===== config.mk =====
export PLATFORM = sky130hd
export DESIGN_NAME = dm_arbiter
export DESIGN_NICKNAME = d
export VERILOG_FILES = /design/src/rtl/dm_arbiter_pkg.sv /design/src/rtl/dm_arbiter_rr_pick2.sv /design/src/rtl/dm_arbiter.sv
export SDC_FILE = /design/constraint.sdc
export NUM_CORES = 1
export LEC_CHECK = 0
export BUFFER_PORTS_ARGS = -buffer_cell sky130_fd_sc_hd__buf_2
export CAP_MARGIN = 20
export CORE_UTILIZATION = 45
export CTS_CLUSTER_DIAMETER = 50
export DETAILED_ROUTE_END_ITERATION = 7
export PLACE_DENSITY_LB_ADDON = 0.2
export SLEW_MARGIN = 20
export SYNTH_ARGS = -nofsm -noshare
export SYNTH_HDL_FRONTEND = slang
export SYNTH_SLANG_ARGS = --single-unit

===== constraint.sdc =====
create_clock -name clk -period 1.8 [get_ports clk]
set_clock_uncertainty 0.2 [all_clocks]
set_input_delay 0.36 -clock clk [delete_from_list [all_inputs] [get_ports clk]]
set_output_delay 0.36 -clock clk [all_outputs]
set_load 0.01 [all_outputs]

===== src/rtl/dm_arbiter_pkg.sv =====
// Shared constants and state type for the two-requester data-memory arbiter.
package dm_arbiter_pkg;

  localparam int DATA_WIDTH = 19;
  localparam int ADDR_WIDTH = 8;

  typedef enum logic [1:0] {
    IDLE   = 2'd0,
    ACCESS = 2'd1,
    RESP   = 2'd2
  } dm_arb_state_t;

endpackage


===== src/rtl/dm_arbiter_rr_pick2.sv =====
// Two-way round-robin winner selection; purely combinational.
module rr_pick2 (
  input  logic [1:0] req,
  input  logic       last,
  output logic       grant_valid,
  output logic       grant_idx
);

  // On a tie the requester that did not win last time is favoured.
  always_comb begin
    grant_valid = |req;
    grant_idx   = 1'b0;
    case (req)
      2'b01:   grant_idx = 1'b0;
      2'b10:   grant_idx = 1'b1;
      2'b11:   grant_idx = ~last;
      default: grant_idx = 1'b0;
    endcase
  end

endmodule


===== src/rtl/dm_arbiter.sv =====
// Shares one single-port data memory between two requesters with a
// three-state IDLE/ACCESS/RESP handshake and round-robin arbitration.
module dm_arbiter
  import dm_arbiter_pkg::*;
(
  input  logic                  clk,
  input  logic                  rst,
  input  logic                  req0,
  input  logic                  req1,
  input  logic                  we0,
  input  logic                  we1,
  input  logic [ADDR_WIDTH-1:0] addr0,
  input  logic [ADDR_WIDTH-1:0] addr1,
  input  logic [DATA_WIDTH-1:0] wdata0,
  input  logic [DATA_WIDTH-1:0] wdata1,
  output logic                  ack0,
  output logic                  ack1,
  output logic [DATA_WIDTH-1:0] rdata0,
  output logic [DATA_WIDTH-1:0] rdata1,
  output logic                  WR_EN_DM,
  output logic                  RD_EN_DM,
  output logic [ADDR_WIDTH-1:0] mem_addr,
  output logic [DATA_WIDTH-1:0] mem_wdata,
  input  logic [DATA_WIDTH-1:0] mem_rdata,
  output logic                  busy,
  output logic                  grant_id
);

  dm_arb_state_t         r_state;
  dm_arb_state_t         w_state_nxt;
  logic                  r_last;
  logic                  r_we;
  logic [ADDR_WIDTH-1:0] r_addr;
  logic [DATA_WIDTH-1:0] r_wdata;
  logic                  r_grant_id;
  logic                  r_wr_en;
  logic                  r_rd_en;
  logic                  r_ack0;
  logic                  r_ack1;
  logic                  r_busy;
  logic [DATA_WIDTH-1:0] r_rdata0;
  logic [DATA_WIDTH-1:0] r_rdata1;

  logic                  w_grant_valid;
  logic                  w_grant_idx;
  logic                  w_sel_we;
  logic [ADDR_WIDTH-1:0] w_sel_addr;
  logic [DATA_WIDTH-1:0] w_sel_wdata;

  rr_pick2 u_pick (
    .req         ({req1, req0}),
    .last        (r_last),
    .grant_valid (w_grant_valid),
    .grant_idx   (w_grant_idx)
  );

  assign w_sel_we    = w_grant_idx ? we1    : we0;
  assign w_sel_addr  = w_grant_idx ? addr1  : addr0;
  assign w_sel_wdata = w_grant_idx ? wdata1 : wdata0;

  // Next-state decode; requests only matter while IDLE.
  always_comb begin
    w_state_nxt = r_state;
    case (r_state)
      IDLE: begin
        if (w_grant_valid) begin
          w_state_nxt = ACCESS;
        end else begin
          w_state_nxt = IDLE;
        end
      end
      ACCESS:  w_state_nxt = RESP;
      RESP:    w_state_nxt = IDLE;
      default: w_state_nxt = IDLE;
    endcase
  end

  always_ff @(posedge clk) begin
    if (rst) begin
      r_state <= IDLE;
    end else begin
      r_state <= w_state_nxt;
    end
  end

  // Registered datapath and handshake outputs, all derived from the current state.
  always_ff @(posedge clk) begin
    if (rst) begin
      r_last     <= 1'b1;
      r_we       <= 1'b0;
      r_addr     <= '0;
      r_wdata    <= '0;
      r_grant_id <= 1'b0;
      r_wr_en    <= 1'b0;
      r_rd_en    <= 1'b0;
      r_ack0     <= 1'b0;
      r_ack1     <= 1'b0;
      r_busy     <= 1'b0;
      r_rdata0   <= '0;
      r_rdata1   <= '0;
    end else begin
      r_wr_en <= 1'b0;
      r_rd_en <= 1'b0;
      r_ack0  <= 1'b0;
      r_ack1  <= 1'b0;
      r_busy  <= (w_state_nxt != IDLE);
      case (r_state)
        IDLE: begin
          if (w_grant_valid) begin
            r_we       <= w_sel_we;
            r_addr     <= w_sel_addr;
            r_wdata    <= w_sel_wdata;
            r_grant_id <= w_grant_idx;
            r_last     <= w_grant_idx;
            r_wr_en    <= w_sel_we;
            r_rd_en    <= ~w_sel_we;
          end
        end
        ACCESS: begin
          // Read data is captured here so it is valid alongside the ack.
          if (r_grant_id) begin
            r_ack1 <= 1'b1;
            if (!r_we) begin
              r_rdata1 <= mem_rdata;
            end
          end else begin
            r_ack0 <= 1'b1;
            if (!r_we) begin
              r_rdata0 <= mem_rdata;
            end
          end
        end
        RESP: begin
        end
        default: begin
        end
      endcase
    end
  end

  assign WR_EN_DM  = r_wr_en;
  assign RD_EN_DM  = r_rd_en;
  assign mem_addr  = r_addr;
  assign mem_wdata = r_wdata;
  assign ack0      = r_ack0;
  assign ack1      = r_ack1;
  assign rdata0    = r_rdata0;
  assign rdata1    = r_rdata1;
  assign busy      = r_busy;
  assign grant_id  = r_grant_id;

endmodule


======== Yosys cells after proc, flatten, opt, wreduce, memory -nomap -nowiden ========
Cells that the tools add are included.
cells by class
  equality and inequality tests ........... 3
  muxes and demuxes ....................... 8
  bitwise logic cells ..................... 7
  reductions and logical operators ........ 8
operators by type and width
  cell                count
  $mux 19             1
  $mux 8              1
  $not 1->1           7
  $reduce_and 3->1    2
  $eq 2x2->1 const B  2
  $mux 1              4
  $pmux 2 s2          1
  $reduce_or 2->1     2
  $reduce_or 3->1     1
  $eq 2x1->1 const B  1
  $logic_not 2->1     1
  $pmux 1 s2          1
  $reduce_and 2->1    1
  $reduce_bool 2->1   1
word-level totals
  flip-flop bits (word level) ............. 75
  input bits .............................. 79
  output and inout port bits .............. 71
  word-level logic and storage cells ...... 39

======== Longest topological paths before layout ========
Gate-level depths: netlist of the first run.
  word-level depth ........................ 4
  mapped depth ............................ 6

======== By module ========
Synthesis of the first run repeated with hierarchy kept, for this count alone.
second synthesis, totals
  cells, all modules ...................... 289
  area, all modules ....................... 2,806.4 um^2
by module, submodules not included
  module      times used  cells each  area each (um^2)
  dm_arbiter  1           287         2,792.7
  rr_pick2    1           2           13.8

======== Worst setup path after synthesis of the first run ========
OpenSTA, ideal clock, no wires.
  path type ............................... register to register
  from .................................... register r_grant_id (netlist: grant_id)
  to ...................................... register r_rdata0[8] (netlist: rdata0[8])
  setup time .............................. 0.132 ns
  data arrival time ....................... 1.306 ns
  path slack .............................. 0.162 ns
  cell stages (with the launch flop) ...... 6
  buffers on the path ..................... 2
  path through ............................ dfxtp_1 -> or4b_1 -> buf_4 -> buf_6 -> nand2_1 -> a21oi_1
on the way
  word-level cells in the longest chain between the ends .. 2
ends and longest elaborated chain
  what                        RTL line           RTL
  from (decl)                 dm_arbiter.sv:35   logic r_grant_id;
  from (signal assigned)      dm_arbiter.sv:113  r_grant_id <= w_grant_idx;
  $not 1->1 (no line)         --
  $reduce_and 3->1 (no line)  --
  to (signal assigned)        dm_arbiter.sv:129  r_rdata0 <= mem_rdata;
  to (decl)                   dm_arbiter.sv:41   logic [DATA_WIDTH-1:0] r_rdata0;
Every way passes these cells.
A chain may end at the register's enable or synchronous reset.

======== Worst setup path in the final report of the first run ========
  from .................................... register r_state[0]
  to ...................................... register r_rdata0[7] (netlist: rdata0[7])
on the way
  word-level cells in the longest chain between the ends .. 2
ends and longest elaborated chain
  what                        RTL line           RTL
  from (decl)                 dm_arbiter.sv:29   dm_arb_state_t r_state;
  from (signal assigned)      dm_arbiter.sv:82   r_state <= w_state_nxt;
  $eq 2x1->1                  dm_arbiter.sv:107  case (r_state)
  $reduce_and 3->1 (no line)  --
Every way passes these cells.

==> results.tsv, run 1 <==
metric	value	unit
std cell rows	29	
Pre-Repair DR Iteration Count	4	
max-slew violation count	0	
Worst Setup End Kind	register	
post-synthesis cell area	2970	um2
post-detailed-route wirelength per cell	12.9	um
count of nets left with antenna violations after detail routing	0	
nets	585	
via count of the first global-routing pass	2714	
RR Startpoint	r_state[0]$_SDFF_PP0_	
initial cell density of the core	46.8	%
total CTS buffers	9	
detailed-placement wirelength estimate	5400	um
total buffers and inverters traversed by the critical path	1	
Cell variety after synth	27	
proportion of layout cells with a drive suffix above 1	39.0	%
hold path startpoint	mem_rdata[3]	
Final Hold Violating Endpoints	0	
Worst Hold Path EP	rdata1[3]$_SDFFE_PP0P_	
weighted congestion reported at the end of routability-driven placement	0.754	
synth warn	0	
number of DRC markers in iteration 0	95	
net count after synthesis	434	
synthesized area per cell	8.36	um2
result of the run	finished clean	
cells after synthesis	355	
TritonCTS clock tree	built	
fin crit share	87.0	%
wire length of the first global-routing pass	12500	um
buffer levels on the longest clock path	2	
register-to-register path setup slack	0.23	ns
max cap viols	0	
clock insertion delay at the later pin of the skew report	0.33	ns
clk sink count	75	
CP max stage cell	or4b_1	
worst path required time	1.82	ns
Leakage	1.87	nW
PostCTS Resize Cnt	0	
drt total wl	7600	um
kind of start point of the critical path	register	
hold buffer count at CTS	0	
antenna violations before repair	0	
total number of vias	3022	
overall die width	83.2	um
RSZ-0062 raised after global routing	no	
pin count of the biggest net entering global routing	31	
peak clock frequency supported by timing	0.638	GHz
post-layout min period	1.57	ns
share of synthesized area occupied by flip-flops and latches	50.6	%
r2r worst-path depth	4	
Syn-to-layout area delta	36.1	%
ratio of total power to cell area	927	nW/um2
vertical extent of the die	83.2	um
aggregate negative setup slack	0	ns
count of boundary I/O pins	150	
cell chosen for the clock root	clkbuf_8	
GRT Util Overall	22.1	%
ordered list of cells on the worst path	or4b_1 -> buf_4 -> nand2_1 -> a21oi_1	
arrival time at the worst endpoint	1.59	ns
number of levels the H-tree was split into	3	
Worst path top cell family by delay	simple AND/OR/NAND/NOR gates	
Cell Count, Final, Fillers Out	587	
Slew HR	69.8	%
critical setup path kind	reg -> reg	
worst min-delay path category	in -> reg	
Post-CTS Setup Bufs	0	
vias per inst	5.15	
largest stage delay on the critical path	0.45	ns
Setup-failing EPs final	0	
# port buffers	149	
Placed Cells	572	
worst-path fanout max	19	
number of register bits inferred by synthesis	75	
post-CTS clock slew at the launch and capture registers of the worst setup and hold paths	0.07	ns
hold-critical path depth	3	
area of the core	6350	um2
area after detailed placement	3860	um2
final cell area excluding filler cells	4040	um2
Congestion Overflow GR	0	
antenna diode count	0	
worst IR drop on VDD	0.000528	V
total die area	6930	um2
DRC violations left	0	
transition time at the pin with the least slew margin	0.453	ns
reg-to-reg critical path endpoint	rdata0[7]$_SDFFE_PP0P_	
registers in the layout, summed over array words and instances (netlist names):
| register | flops |
|---|---|
| mem_addr | 8 |
| r_last | 1 |
| mem_wdata | 19 |
| WR_EN_DM | 1 |
| RD_EN_DM | 1 |
| r_we | 1 |
| rdata0 | 19 |
| busy | 1 |
| grant_id | 1 |
| r_state | 2 |
| ack0 | 1 |
| rdata1 | 19 |
| ack1 | 1 |
worst reg2reg max path, stage by stage (launching register included):
cell	delay, ns
dfxtp_1	0.43
or4b_1	0.45
buf_4	0.22
nand2_1	0.09
a21oi_1	0.06
worst max path at each step:
stage	startpoint	end	cells past startpoint
3_3_place_gp	req0	mem_wdata[14]$_SDFFE_PP0N_	5
5_1_grt	r_state[0]$_SDFF_PP0_	rdata1[17]$_SDFFE_PP0P_	4
3_5_place_dp	req0	mem_wdata[13]$_SDFFE_PP0N_	5
4_1_cts	r_state[0]$_SDFF_PP0_	rdata0[8]$_SDFFE_PP0P_	4
2_1_floorplan	grant_id$_SDFFE_PP0N_	rdata0[8]$_SDFFE_PP0P_	5
6_report	r_state[0]$_SDFF_PP0_	rdata0[7]$_SDFFE_PP0P_	4
kinds of logic (layout without fill, tap and decap cells):
kind of cell | after synthesis | after routing | share of synthesized area [%]
and+or+nand+nor | 147 | 147 | 20.5
AOI/OAI and AO/OA | 101 | 101 | 23.0
DFF | 75 | 75 | 50.6
buffers and inverters | 31 | 186 | 5.60
muxes | 1 | 1 | 0.337
cell type report:
class                           instances  area [um2]
Inverter                                1        3.75
Timing Repair Buffer                  170         941
Tap cell                               77        96.3
Clock buffer                           13         169
Fill cell                             572        2310
Multi-Input combinational cell        249        1320
Sequential cell                        75        1500
Clock inverter                          2        10.0
power by group:
| part | internal [mW] | total, mW | switching [mW] |
|---|---|---|---|
| clock network | 0.603 | 1.17 | 0.570 |
| registers | 1.78 | 1.85 | 0.0650 |
| logic | 0.325 | 0.725 | 0.401 |
cell usage in the layout, fill, tap and decap left out:
cell	synthesis	final
dfxtp_1	75	75
nand2b_1	1	1
a311oi_1	19	19
buf_4	2	18
nor2_1	3	2
a311oi_2	8	8
clkbuf_8	0	12
clkinv_2	0	2
or2_1	0	1
o21ai_0	1	1
mux2i_1	1	1
a211oi_2	1	1
nand2_1	132	132
nor3b_1	1	1
a31oi_1	1	1
nand4bb_1	1	1
nand3_1	1	1
nor2_2	0	1
a21oi_1	68	68
a21bo_2	2	2
nor4bb_4	0	1
nor3_1	2	2
or4b_1	1	1
nor4b_4	1	1
buf_12	0	3
and2_1	2	2
clkbuf_1	9	1
a21boi_2	1	1
inv_1	1	1
buf_2	16	149
per-stage QoR:
stage	hold WS, ns	power (mW)	util [%]	setup WS (ns)
5_1_grt	0.0633	3.93	63.6	0.138
3_3_place_gp	0.238	2.60	60.8	0.179
6_report	0.0681	3.74	63.6	0.234
2_1_floorplan	0.280	2.30	-	0.162
4_1_cts	0.0515	3.78	63.6	0.226
3_5_place_dp	0.243	2.61	60.8	0.147
synthesized netlist by cell type, drive strengths merged:
| cell | count | area share (%) |
|---|---|---|
| nand2b | 1 | 0.21 |
| nor3b | 1 | 0.25 |
| nand3 | 1 | 0.17 |
| a31oi | 1 | 0.21 |
| nor4b | 1 | 0.80 |
| a21boi | 1 | 0.38 |
| nor3 | 2 | 0.34 |
| a211oi | 1 | 0.42 |
| nand2 | 132 | 17 |
| a21oi | 68 | 11 |
| or2 | 1 | 0.21 |
| dfxtp | 75 | 51 |
| and2 | 2 | 0.42 |
| a21bo | 2 | 0.67 |
| nand4bb | 1 | 0.38 |
| nor4bb | 1 | 0.34 |
| nor2 | 3 | 0.38 |
| a311oi | 27 | 9.7 |
| buf | 21 | 4.3 |
| o21ai | 1 | 0.17 |
| clkbuf | 9 | 1.1 |
| or4b | 1 | 0.34 |
| mux2i | 1 | 0.34 |
| inv | 1 | 0.13 |
layer usage:
metal | share of wire, % | GRT usage [%] | vias up
li1 | - | - | 1520
met1 | 45 | 27.4 | 1373
met2 | 47 | 37.2 | 120
met3 | 6.6 | 4.77 | 9
met4 | 1.4 | 9.40 | 0
met5 | 0 | 0 | -
Power figures use the tool's default switching activity.
==> run 2, diff against run 1 <==
Settings changed: ABC_CLOCK_PERIOD_IN_PS set to 1800, CORE_UTILIZATION 45 to 44, SYNTH_HIERARCHICAL set to 1.
==> run 2 against run 1 <==
Against the previous run:
- final cell count is 11% lower
- die area fell by 3.3%
- highest routed layer is now met5
- global-route usage shrank 2.3 points
- synthesized cell count decreased by 19%
- sequential share of layout area increased by 2.1 points
- routed wire length shrank 14%
- setup slack got worse by 0.061 ns
- fmax decreased by 3.7%
- utilization decreased by 0.13 points
- count of clock-buffer cells in the layout up 1
- flip-flop and latch count unchanged
==> results.tsv, run 2 <==
metric	value	unit
result of the run	finished clean	
post-detailed-route wirelength per cell	12.6	um
post-layout min period	1.63	ns
proportion of layout cells with a drive suffix above 1	40.9	%
Hold WS	0.0669	ns
via count of the first global-routing pass	2213	
final core occ	63.5	%
fin crit share	90.4	%
antenna violations before repair	1	
total CTS buffers	9	
Syn-to-layout area delta	36.3	%
dominant cell by count in the synthesized netlist	nand2_1	
clock share of power	32.3	%
most frequent standard cell in the layout excluding fill and tap cells	buf_2	
largest stage delay on the critical path	0.46	ns
Cell Count, Final, Fillers Out	522	
number of enable flip-flop cells after synthesis	0	
final cell area excluding filler cells	3830	um2
nets	521	
arrival time at the worst endpoint	1.64	ns
transition time at the pin with the least slew margin	0.390	ns
post-synthesis cell area	2810	um2
prevailing post-synth register cell	dfxtp_1	
max cap viols	0	
worst IR drop on VDD	0.000408	V
share of synthesized area occupied by flip-flops and latches	53.5	%
net switching power of the design	0.917	mW
synth warn	6	
detailed-placement wirelength estimate	4680	um
GRT Util Overall	19.9	%
ratio of total power to cell area	922	nW/um2
Area contributors post-synth	dfxtp_1 (53%), nand2_1 (11%), mux2i_1 (10%)	
# port buffers	149	
kind of start point of the critical path	register	
antenna diode count	0	
vias per inst	4.91	
Placed Cells	506	
std cell rows	28	
count of boundary I/O pins	150	
peak clock frequency supported by timing	0.615	GHz
synthesized area per cell	9.71	um2
number of register bits inferred by synthesis	75	
worst min-delay path category	in -> reg	
wire length of the first global-routing pass	10000	um
Post-CTS Setup Bufs	0	
vertical extent of the die	81.9	um
critical setup path kind	reg -> reg	
commonest non-fill, non-tap cells in the layout	buf_2 (149), nand2_1 (79), dfxtp_1 (75)	
Setup-failing EPs final	0	
CP max stage cell	dfxtp_1	
sequential group share of total power	51.9	%
fraction of synthesized cell area taken by the top area cell type	53.5	%
post-CTS clock slew at the launch and capture registers of the worst setup and hold paths	0.07	ns
initial cell density of the core	46.6	%
Pre-Repair DR Iteration Count	4	
Final Hold Violating Endpoints	0	
area of the core	6030	um2
Leakage	1.81	nW
cell chosen for the clock root	clkbuf_8	
Congestion Overflow GR	0	
weighted congestion reported at the end of routability-driven placement	0.739	
Synth area leader	dfxtp_1	
internal power component	2.61	mW
most frequent cells after synthesis	nand2_1 (79), dfxtp_1 (75), a21oi_1 (40)	
RSZ-0062 raised after global routing	no	
ordered list of cells on the worst path	or4b_1 -> buf_4 -> nand2_1 -> a21oi_1	
overall die width	81.9	um
max-slew violation count	0	
aggregate negative setup slack	0	ns
hold buffer count at CTS	0	
Worst Setup End Kind	register	
net count after synthesis	368	
cells after synthesis	289	
TritonCTS clock tree	built	
total number of vias	2564	
pin count of the biggest net entering global routing	39	
worst-path fanout max	19	
number of DRC markers in iteration 0	72	
pre-CTS setup slack	-0.00617	ns
area after detailed placement	3650	um2
drt total wl	6560	um
clk sink count	75	
count of nets left with antenna violations after detail routing	0	
buffer levels on the longest clock path	2	
clock insertion delay at the later pin of the skew report	0.33	ns
Comb power frac	15.9	%
slack of the critical path	0.173	ns
worst path required time	1.81	ns
DRC violations left	0	
share of synthesized registers carrying an async set or reset	0	%
Slew HR	74.0	%
number of levels the H-tree was split into	3	
switch share	26.0	%
PostCTS Resize Cnt	0	
total die area	6700	um2
sum of internal, switching and leakage power	3.53	mW
Cell variety after synth	25	
## run 2: final timing paths
kind | end | startpoint | slack [ns] | cells past startpoint
worst max-delay path | rdata0[13]$_SDFFE_PP0P_ | r_state[0]$_SDFF_PP0_ | 0.17 | 4
worst min register to register | rdata0[14]$_SDFFE_PP0P_ | rdata0[14]$_SDFFE_PP0P_ | 0.25 | 2
worst min-delay path | rdata0[0]$_SDFFE_PP0P_ | mem_rdata[0] | 0.07 | 3
worst max register to register | rdata0[13]$_SDFFE_PP0P_ | r_state[0]$_SDFF_PP0_ | 0.17 | 4
## run 2: layout make-up
cell class	count	area, um2
well taps	75	93.8
clock inverters	2	10.0
fillers	564	2200
clock buffers	14	163
repair buffers	163	876
multi-input cells	191	1170
inverters	2	7.51
flip-flops and latches	75	1500
## run 2: cell families (layout without fill, tap and decap cells)
group | count (synthesis) | after routing | synth area share [%]
and+or+nand+nor | 93 | 93 | 14.8
DFF | 75 | 75 | 53.5
AOI/OAI and AO/OA | 70 | 70 | 16.6
muxes | 28 | 28 | 9.99
buffers and inverters | 23 | 181 | 5.04
## run 2: power by group through the flow
stage | combinational (mW) | clock, mW | sequential, mW
finish | 0.559 | 1.14 | 1.83
global route | 0.616 | 1.23 | 1.85
CTS | 0.567 | 1.17 | 1.83
detailed placement | 0.566 | 0 | 1.87
global placement | 0.554 | 0 | 1.87
floorplan | 0.264 | 0 | 1.91
## run 2: worst max-delay path: cells and delay by family, from the launching register on
| family | cells | cell delay [ns] |
|---|---|---|
| and+or+nand+nor | 2 | 0.55 |
| buffers and inverters | 1 | 0.22 |
| AOI/OAI and AO/OA | 1 | 0.07 |
| DFF | 1 | 0.46 |
## run 2: metal layers
layer  wire length (um)  track usage [%]
met5                 12                0
met4                102             9.47
met3                438             5.22
met2               3150             33.3
met1               2860             23.5
==> run 3, diff against run 2 <==
Settings changed: REMOVE_ABC_BUFFERS set to 1.
==> run 3 against run 2 <==
Against the previous run:
- register-to-register slack worse by 0.06 ns
- final cell count unchanged
- combinational power is 2% higher
- total power increased by 0.10%
- critical endpoint is now mem_wdata[15]$_SDFFE_PP0P_
- clock power barely moved
- fmax decreased by 3.6%
- largest cell class unchanged
- largest power group unchanged
- critical path depth fell by 1
- first-iteration DRC count fell by 2.8%
- via count is 1.2% lower
- die area stayed put
- sequential share of layout area down 0.13 points
==> results.tsv, run 3 (synthesis gave the netlist of run 2 again) <==
metric	value	unit
worst min-delay path category	in -> reg	
number of DRC markers in iteration 0	70	
critical setup path kind	reg -> reg	
buffer levels on the longest clock path	2	
proportion of layout cells with a drive suffix above 1	40.9	%
total number of vias	2532	
antenna violations before repair	0	
result of the run	finished clean	
largest stage delay on the critical path	0.67	ns
max cap viols	0	
count of boundary I/O pins	150	
CP max stage cell	or4b_1	
Pre-Repair DR Iteration Count	4	
Placed Cells	506	
RSZ-0062 raised after global routing	no	
initial cell density of the core	46.6	%
DRC violations left	0	
vias per inst	4.85	
sequential cell area	1500	um2
nets	521	
ordered list of cells on the worst path	or4b_1 -> buf_12 -> o2bb2ai_1	
TritonCTS clock tree	built	
number of levels the H-tree was split into	3	
# port buffers	149	
total die area	6700	um2
pin count of the biggest net entering global routing	39	
wire length of the first global-routing pass	10100	um
total CTS buffers	9	
max-slew violation count	0	
PostCTS Resize Cnt	0	
multi-input combinational cell area	1170	um2
cell chosen for the clock root	clkbuf_8	
overall die width	81.9	um
Cell Count, Final, Fillers Out	522	
Slew HR	74.2	%
post-CTS clock slew at the launch and capture registers of the worst setup and hold paths	0.07	ns
count of nets left with antenna violations after detail routing	0	
transition time at the pin with the least slew margin	0.387	ns
antenna diode count	0	
Hold WS	0.0690	ns
GRT Util Overall	20.2	%
kind of start point of the critical path	register	
number of filler cells placed in the layout	532	
via count of the first global-routing pass	2210	
commonest non-fill, non-tap cells in the layout	buf_2 (149), nand2_1 (79), dfxtp_1 (75)	
Leakage	1.81	nW
Final Hold Violating Endpoints	0	
fin crit share	93.8	%
Worst Setup End Kind	register	
Syn-to-layout area delta	36.8	%
Congestion Overflow GR	0	
detailed-placement wirelength estimate	4870	um
area of the core	6030	um2
arrival time at the worst endpoint	1.75	ns
drt total wl	6770	um
RR Startpoint	r_state[0]$_SDFF_PP0_	
post-layout min period	1.69	ns
clock insertion delay at the later pin of the skew report	0.33	ns
worst-path fanout max	27	
std cell rows	28	
hold path startpoint	mem_rdata[18]	
hold buffer count at CTS	0	
ratio of total power to cell area	920	nW/um2
clk sink count	75	
vertical extent of the die	81.9	um
Post-CTS Setup Bufs	0	
Setup-failing EPs final	0	
peak clock frequency supported by timing	0.592	GHz
worst IR drop on VDD	0.000526	V
weighted congestion reported at the end of routability-driven placement	0.684	
post-detailed-route wirelength per cell	13.0	um
worst path required time	1.86	ns
CP Launch Point	r_state[0]$_SDFF_PP0_	
most frequent standard cell in the layout excluding fill and tap cells	buf_2	
-- run 3: layout make-up --
class                           count  share of cell area (%)
Clock buffer                       14                    4.24
Clock inverter                      2                   0.261
Inverter                            2                   0.196
Multi-Input combinational cell    191                    30.6
Sequential cell                    75                    39.1
Tap cell                           75                    2.44
Timing Repair Buffer              163                    23.1
-- run 3: metal layers --
metal,track usage [%],up-vias,share of wire (%)
met4,10.0,0,1.7
met2,34.5,113,47
met1,22.8,1106,43
met5,0,-,0
li1,-,1304,-
met3,5.89,9,8.6
-- run 3: critical path: cells and delay by family (launching register included) --
| kind | cells | cell delay [ns] |
|---|---|---|
| buf+inv | 1 | 0.22 |
| flops | 1 | 0.36 |
| simple gates | 1 | 0.67 |
| compound gates | 1 | 0.16 |
-- run 3: stage by stage --
stage	worst slack, ns	TNS [ns]	util (%)	power [mW]	area [um2]
6_report	0.112	0	63.7	3.53	3840
5_1_grt	0.0201	0	63.7	3.71	3840
4_1_cts	0.120	0	63.7	3.58	3840
3_5_place_dp	0.0170	0	60.8	2.44	3670
3_3_place_gp	0.0771	0	60.8	2.43	3670
2_1_floorplan	-1.43	-40.61	-	2.14	2670
-- run 3: final timing paths --
kind / cells after the start / slack, ns / to
worst min-delay path: 3 / 0.07 / rdata1[18]$_SDFFE_PP0P_
worst max-delay path: 3 / 0.11 / mem_wdata[15]$_SDFFE_PP0P_
worst max register to register: 3 / 0.11 / mem_wdata[15]$_SDFFE_PP0P_
worst min register to register: 2 / 0.25 / rdata0[10]$_SDFFE_PP0P_
-- run 3: power by group --
| group | switching [mW] | total [mW] | leakage [nW] | internal (mW) |
|---|---|---|---|---|
| Clock | 0.556 | 1.13 | 0.0905 | 0.574 |
| Combinational | 0.294 | 0.568 | 1.11 | 0.274 |
| Sequential | 0.0632 | 1.83 | 0.613 | 1.77 |
